## src/rtl/regfile_arbiter_pkg.sv

```systemverilog
// Shared types and constants for the register-file port arbiter.
package regfile_arbiter_pkg;

    localparam int unsigned ADDR_W         = 7;
    localparam int unsigned DATA_W         = 8;
    localparam int unsigned STARVE_MAX_DEF = 8;

    typedef enum logic [2:0] {
        ST_IDLE   = 3'd0,
        ST_WAIT   = 3'd1,
        ST_ACCESS = 3'd2,
        ST_RESP   = 3'd3,
        ST_ACK    = 3'd4
    } arb_state_e;

    // One side's view of the register-file ports
    typedef struct packed {
        logic [ADDR_W-1:0] rd_addr;
        logic [ADDR_W-1:0] wr_addr;
        logic [DATA_W-1:0] din;
        logic              wr_en;
    } rf_port_t;

endpackage : regfile_arbiter_pkg

```

## src/rtl/regfile_arb_starve_cnt.sv

```systemverilog
// Counts busy-core cycles a pending debug request has waited; flags the
// cycle in which the count reaches STARVE_MAX.
module regfile_arb_starve_cnt #(
    parameter int unsigned STARVE_MAX = 8
) (
    input  logic clk,
    input  logic rst_n,
    input  logic inc,
    input  logic clr,
    output logic expired
);

    localparam int unsigned CNT_W = $clog2(STARVE_MAX + 1);

    logic [CNT_W-1:0] r_cnt;

    always_ff @(posedge clk or negedge rst_n) begin
        if (!rst_n) begin
            r_cnt <= '0;
        end else if (clr) begin
            r_cnt <= '0;
        end else if (inc && (r_cnt != CNT_W'(STARVE_MAX))) begin
            r_cnt <= r_cnt + CNT_W'(1);
        end
    end

    // High when this cycle's increment would bring the count to STARVE_MAX
    assign expired = (r_cnt == CNT_W'(STARVE_MAX - 1));

endmodule : regfile_arb_starve_cnt

```

## src/rtl/regfile_arbiter.sv

```systemverilog
// Shares the register-file ports between the core and one debug requester.
// Define REGFILE_ARB_STARVE_EN to stall the core after STARVE_MAX busy cycles.
module regfile_arbiter
    import regfile_arbiter_pkg::*;
#(
    parameter int unsigned STARVE_MAX = STARVE_MAX_DEF
) (
    input  logic              clk,
    input  logic              rst_n,
    input  logic [ADDR_W-1:0] core_rd_addr,
    input  logic [ADDR_W-1:0] core_wr_addr,
    input  logic [DATA_W-1:0] core_din,
    input  logic              core_wr_en,
    input  logic              core_busy,
    output logic              core_stall,
    input  logic              dbg_req,
    input  logic              dbg_we,
    input  logic [ADDR_W-1:0] dbg_addr,
    input  logic [DATA_W-1:0] dbg_wdata,
    output logic              dbg_ack,
    output logic [DATA_W-1:0] dbg_rdata,
    output logic [ADDR_W-1:0] mem_rd_addr,
    output logic [ADDR_W-1:0] mem_wr_addr,
    output logic [DATA_W-1:0] mem_din,
    output logic              mem_wr_en,
    input  logic [DATA_W-1:0] mem_dout
);

    if ((STARVE_MAX < 1) || (STARVE_MAX > 255)) begin : g_bad_starve_max
        $error("regfile_arbiter: STARVE_MAX must be within 1..255");
    end

    arb_state_e       r_state;
    arb_state_e       w_state_nxt;
    logic             w_expired;
    logic [DATA_W-1:0] r_dbg_rdata;
    rf_port_t         w_core_port;
    rf_port_t         w_dbg_port;
    rf_port_t         w_mem_port;

`ifdef REGFILE_ARB_STARVE_EN
    logic w_cnt_inc;
    logic w_cnt_clr;

    assign w_cnt_inc = (r_state == ST_WAIT) && core_busy;
    assign w_cnt_clr = (w_state_nxt == ST_ACCESS);

    regfile_arb_starve_cnt #(
        .STARVE_MAX(STARVE_MAX)
    ) u_starve_cnt (
        .clk    (clk),
        .rst_n  (rst_n),
        .inc    (w_cnt_inc),
        .clr    (w_cnt_clr),
        .expired(w_expired)
    );
`else
    assign w_expired = 1'b0;
`endif

    always_ff @(posedge clk or negedge rst_n) begin
        if (!rst_n) begin
            r_state <= ST_IDLE;
        end else begin
            r_state <= w_state_nxt;
        end
    end

    // Next state; WAIT yields on an idle core slot or on starvation
    always_comb begin
        w_state_nxt = r_state;
        case (r_state)
            ST_IDLE: begin
                if (dbg_req) begin
                    w_state_nxt = core_busy ? ST_WAIT : ST_ACCESS;
                end
            end
            ST_WAIT: begin
                if (!core_busy || w_expired) begin
                    w_state_nxt = ST_ACCESS;
                end
            end
            ST_ACCESS: w_state_nxt = ST_RESP;
            ST_RESP:   w_state_nxt = ST_ACK;
            ST_ACK:    w_state_nxt = ST_IDLE;
            default:   w_state_nxt = ST_IDLE;
        endcase
    end

    // Read data lands in RESP, one cycle after the debug address went out
    always_ff @(posedge clk or negedge rst_n) begin
        if (!rst_n) begin
            r_dbg_rdata <= '0;
        end else if ((r_state == ST_RESP) && !dbg_we) begin
            r_dbg_rdata <= mem_dout;
        end
    end

    assign w_core_port = '{rd_addr: core_rd_addr, wr_addr: core_wr_addr,
                           din: core_din, wr_en: core_wr_en};
    assign w_dbg_port  = '{rd_addr: dbg_addr, wr_addr: dbg_addr,
                           din: dbg_wdata, wr_en: dbg_we};

    // Mux select comes from the state register only, so reset reverts it at once
    assign w_mem_port = (r_state == ST_ACCESS) ? w_dbg_port : w_core_port;

    assign mem_rd_addr = w_mem_port.rd_addr;
    assign mem_wr_addr = w_mem_port.wr_addr;
    assign mem_din     = w_mem_port.din;
    assign mem_wr_en   = w_mem_port.wr_en;
    assign core_stall  = (r_state == ST_ACCESS);
    assign dbg_ack     = (r_state == ST_ACK);
    assign dbg_rdata   = r_dbg_rdata;

endmodule : regfile_arbiter

```

## config.mk

```make
export PLATFORM = sky130hd
export DESIGN_NAME = regfile_arbiter
export DESIGN_NICKNAME = d
export VERILOG_FILES = /design/src/rtl/regfile_arbiter_pkg.sv /design/src/rtl/regfile_arb_starve_cnt.sv /design/src/rtl/regfile_arbiter.sv
export SDC_FILE = /design/constraint.sdc
export NUM_CORES = 1
export LEC_CHECK = 0
export CORE_AREA = 5 5 52 73
export CTS_BUF_LIST = sky130_fd_sc_hd__clkbuf_8
export DETAILED_ROUTE_END_ITERATION = 16
export DIE_AREA = 0 0 57 78
export GPL_TIMING_DRIVEN = 0
export PLACE_DENSITY = 0.77
export SYNTH_ARGS = -nofsm -noshare
export SYNTH_HDL_FRONTEND = slang
export SYNTH_SLANG_ARGS = --single-unit
export TNS_END_PERCENT = 1
```

## constraint.sdc

```tcl
create_clock -name clk -period 1.4 [get_ports clk]
set_clock_uncertainty 0.15 [all_clocks]
set_input_delay 0.14 -clock clk [delete_from_list [all_inputs] [get_ports clk]]
set_output_delay 0.14 -clock clk [all_outputs]
set_load 0.005 [all_outputs]
```

**Yosys cells after proc, flatten, opt, wreduce, memory -nomap -nowiden**

Cells that the tools add are included.

- Bits in read-only memories: 0
- Memories kept: 0
- Input bits: 51
- Bits in latches: 0
- Logic and storage cells: 17
- Bits in registers: 11
- Output and inout bits: 33
- Bits in writable memories: 0

- Equality and inequality tests: 6
- Bitwise operators: 0
- Magnitude comparators: 0
- Shifts and indexed selects: 0
- Reductions and logical operators: 4
- Mux-type cells: 5
- Divide/modulo/power cells: 0
- Multipliers: 0
- $add $sub $neg: 0

Operator list:

| kind | number |
|---|---|
| 23-bit two-way mux | 1 |
| 3-bit one-hot mux with 4 select lines | 1 |
| 3-bit by 2-bit equality test with 1-bit output, second input constant | 2 |
| 3-bit two-way mux | 2 |
| 2-bit != test, second input constant | 2 |
| 3-bit by 1-bit equality test with 1-bit output, second input constant | 1 |
| 3-bit equality test, second input constant | 1 |
| 3-bit zero test | 1 |
| 2-bit two-way mux | 1 |
| 2-bit AND reduction | 1 |
| 1-bit logical AND | 1 |
| 1-bit zero test | 1 |

**Longest topological paths before layout**

- Depth in word-level cells: 3
- Gate-level depth with buffers: 3
- Mapped depth without buffers: 2

**Worst setup path after synthesis**

OpenSTA, ideal clock, no wires.

- Path kind: reg2out
- Start: reg r_state[0]
- End: out mem_rd_addr[0]
- Stages on the path, launching flop included: 4
- Setup slack: -0.179 ns
- Required time: 1.110 ns
- Buffers on the path: 1
- Arrival time: 1.289 ns
- Cell sequence: dfrtp_1 > nor3b_4 > buf_6 > mux2_2

- Longest elaborated chain between the ends: 2

Ends and longest elaborated chain:

| element | RTL line | RTL |
|---|---|---|
| start, declared | regfile_arbiter.sv:33 | `arb_state_e r_state;` |
| start signal, assigned | regfile_arbiter.sv:65 | `r_state <= w_state_nxt;` |
| 3-bit by 2-bit equality test with 1-bit output | - |  |
| net core_stall | regfile_arbiter.sv:15 | `output logic core_stall,` |
| 23-bit two-way mux | regfile_arbiter.sv:105 | `assign w_mem_port = (r_state == ST_ACCESS) ? w_dbg_port : w_core_port;` |
| end, declared | regfile_arbiter.sv:22 | `output logic [ADDR_W-1:0] mem_rd_addr,` |

The timed path passes the listed nets, and every way through them passes these cells.

**Final worst setup path**

- Start: reg r_state[2]
- End: out mem_wr_addr[6]

- Longest elaborated chain between the ends: 2

Ends and longest elaborated chain:

| element | RTL line | RTL |
|---|---|---|
| 3-bit by 2-bit equality test with 1-bit output | regfile_arbiter.sv:105 |  |
| 23-bit two-way mux | regfile_arbiter.sv:105 |  |
| end, declared | regfile_arbiter.sv:23 | `output logic [ADDR_W-1:0] mem_wr_addr,` |

No other way between the ends.

==> out/results.ini <==
[place]
hpwl_mm = 2.63
io_buffers = 83
placed_cell_area_mm2 = 0.00169
place.gp.congestion = 0.831

[clock_tree]
cts_hold_buf = 0
path_clk_slew_ps = 50
root_buffer = clkbuf_8
cts_buffers = 3
clockBufferDepth = 2
clock_latency_ps = 240
cts.sinks = 11
cts_tree = done
htree_levels = 1

[sta]
final.period_utilization_pct = 139
setup_viol = 33
whs_ps = 80.7
hold_viol = 0
slew_headroom_pct = 67.3
period_needed_ps = 1940
layout_setup_ws_ps = -544
worst_slew_pin_slew_ps = 489
fmax_ghz = 0.514
rsz0062_at_grt = yes
drv_slew = 0

[min_path]
hp-class = primary input to asynchronous set/reset pin

[global_routing]
grt_pass1_wl_mm = 5.13
use_met3_pct = 10.1
met1_usage_pct = 15.0
antenna_found_initial = 0
overflow = 0
grt_max_degree = 12
grt_pass1_vias = 1040
grt_usage_pct = 14.7
met2_usage_pct = 23.6
gr-max-usage-layer = met2

[route]
vias = 880
drt-vias-per-instance = 4.54
first_iter_violations = 11
ant_nets = 0
post_drt_wl_per_cell_um = 17.0
drt-pass1-iter-count = 4
postRouteWirelength_mm = 3.29
drc = 0

[final_layout]
multi_input_area_um2 = 528
drive_above_1_share_pct = 50.3
diodes = 0
layout.cells.most_common_list = clkdlybuf4s50_1, buf_6, mux2_4
nFillCells = 257
seq_area_um2 = 277
stdcell_area_mm2 = 0.00190
syn_to_final_growth_pct = 157
final_nets = 207
final_common_cell = clkdlybuf4s50_1

[worst_setup_path]
cpMostUsedCell = buf_6
crit_family = buffers and inverters
path_class = register to output pin
r2r-end = dbg_rdata[6]$_DFFE_PN0P_
crit_chain = nor3b_4 -> buf_6 -> buf_6 -> buf_6 -> mux2_4 -> buf_6
cp-start-kind = register
worstPathArrival_ps = 1650
reg2reg_from = r_state[2]$_DFFE_PN0P_
regToRegSetupSlack_ps = -200
critPathMaxFanout = 5
worst_r2r_path_depth = 4
cp-end-kind = output pin
timing.critical_path.buf_inv = 4
crit_path_top_delay_cell = dfrtp_1
cp.required_ps = 1110
max_stage_delay_ps = 400

[flow_run]
maxCapViolations = 0

[synth]
synth_cell_types = 14
ys_warn_count = 0
synth_nets = 107
seq_area_frac_synth_pct = 37.3
synth_area_um2 = 738
avgSynthCellArea_um2 = 13.2
synth_cells = 56
synth-seq-cells = 11

[pwr]
vdd_drop_max_v = 0.00124
power_density_mw_per_mm2 = 1710
p_leak_uw = 0.000926
finalPower_uw = 3240

[floorplan]
std_cell_rows = 24
fp.coreArea_mm2 = 0.00306
die_w_um = 57
die_area_mm2 = 0.00445
ios = 84
fp.dieH_um = 78
start_util_pct = 24.1

[run_status]
violations = setup timing
status = finished with violations

-- cells in the mapped netlist --
library cell,number,area [um2]
o21ai_0,1,5.00
nor2_1,1,3.75
mux2_2,30,338
a21oi_1,2,10.0
nand2_1,1,3.75
buf_6,3,33.8
a21o_1,1,7.51
dfrtp_1,11,275
nor3b_4,1,18.8
and4bb_2,1,12.5
nor3b_1,1,7.51
inv_1,1,3.75
mux2_1,1,11.3
o21bai_1,1,7.51
-- per-layer routing --
metal	part of all wire (%)	routed length, um	up-vias
li1	-	-	403
met1	39	1280	389
met2	41	1330	85
met3	19	630	3
met4	1.2	40	0
met5	0	0	-
-- metrics by stage --
stage / utilization (%) / setup WS (ps) / cells / setup TNS (ps)
floorplan: - / -149 / 56 / -3030
global placement: 55.2 / -753 / 178 / -18300
detailed placement: 55.2 / -755 / 178 / -18660
CTS: 61.4 / -559 / 194 / -14060
global route: 61.9 / -604 / 194 / -15060
finish: 61.9 / -544 / 194 / -13260
-- cells by family (layout without fill, tap and decap cells) --
logic type	Yosys count	in the layout	synth area share, %
mux	31	31	47.3
flops	11	11	37.3
compound gates	5	5	4.07
simple gates	5	5	6.27
buf+inv	4	103	5.08
-- where the power goes --
part           switching, uW  total (uW)  internal (uW)
clock network            123         316            193
registers               94.3         579            484
logic                    757        2350           1590
total                    975        3240           2270
-- sequential cells by signal, indices dropped and copies added, names as in the netlist --
register,count
dbg_rdata,8
r_state,3
-- area by class of cell --
class                   count  share of cell area [%]
well taps                  39                    2.57
repair buffers             95                    50.5
clock buffers               3                    2.18
clock inverters             1                   0.198
multi-input cells          41                    27.8
plain buffers               3                    1.98
inverters                   1                   0.198
flip-flops and latches     11                    14.6
-- how the worst max path moves through the flow --
| stage | to | cells after the start | slack, ps | startpoint |
|---|---|---|---|---|
| finish | mem_wr_addr[6] | 6 | -540 | r_state[2]$_DFFE_PN0P_ |
| detailed placement | mem_wr_addr[6] | 4 | -760 | r_state[2]$_DFFE_PN0P_ |
| CTS | mem_wr_addr[6] | 6 | -560 | r_state[0]$_DFFE_PN0P_ |
| floorplan | mem_din[2] | 3 | -150 | r_state[2]$_DFFE_PN0P_ |
| global placement | mem_wr_addr[2] | 4 | -750 | r_state[0]$_DFFE_PN0P_ |
| global route | mem_wr_addr[2] | 6 | -600 | r_state[2]$_DFFE_PN0P_ |
-- what timing repair did --
item | CTS | global route
gates cloned | 2 | 0
endpoints found under the setup margin | 35 | 39
pin swaps | 1 | 1
setup buffers | 10 | 0
gates resized for setup | 127 | 15
Note: power is estimated with default switching activity, not from simulation.
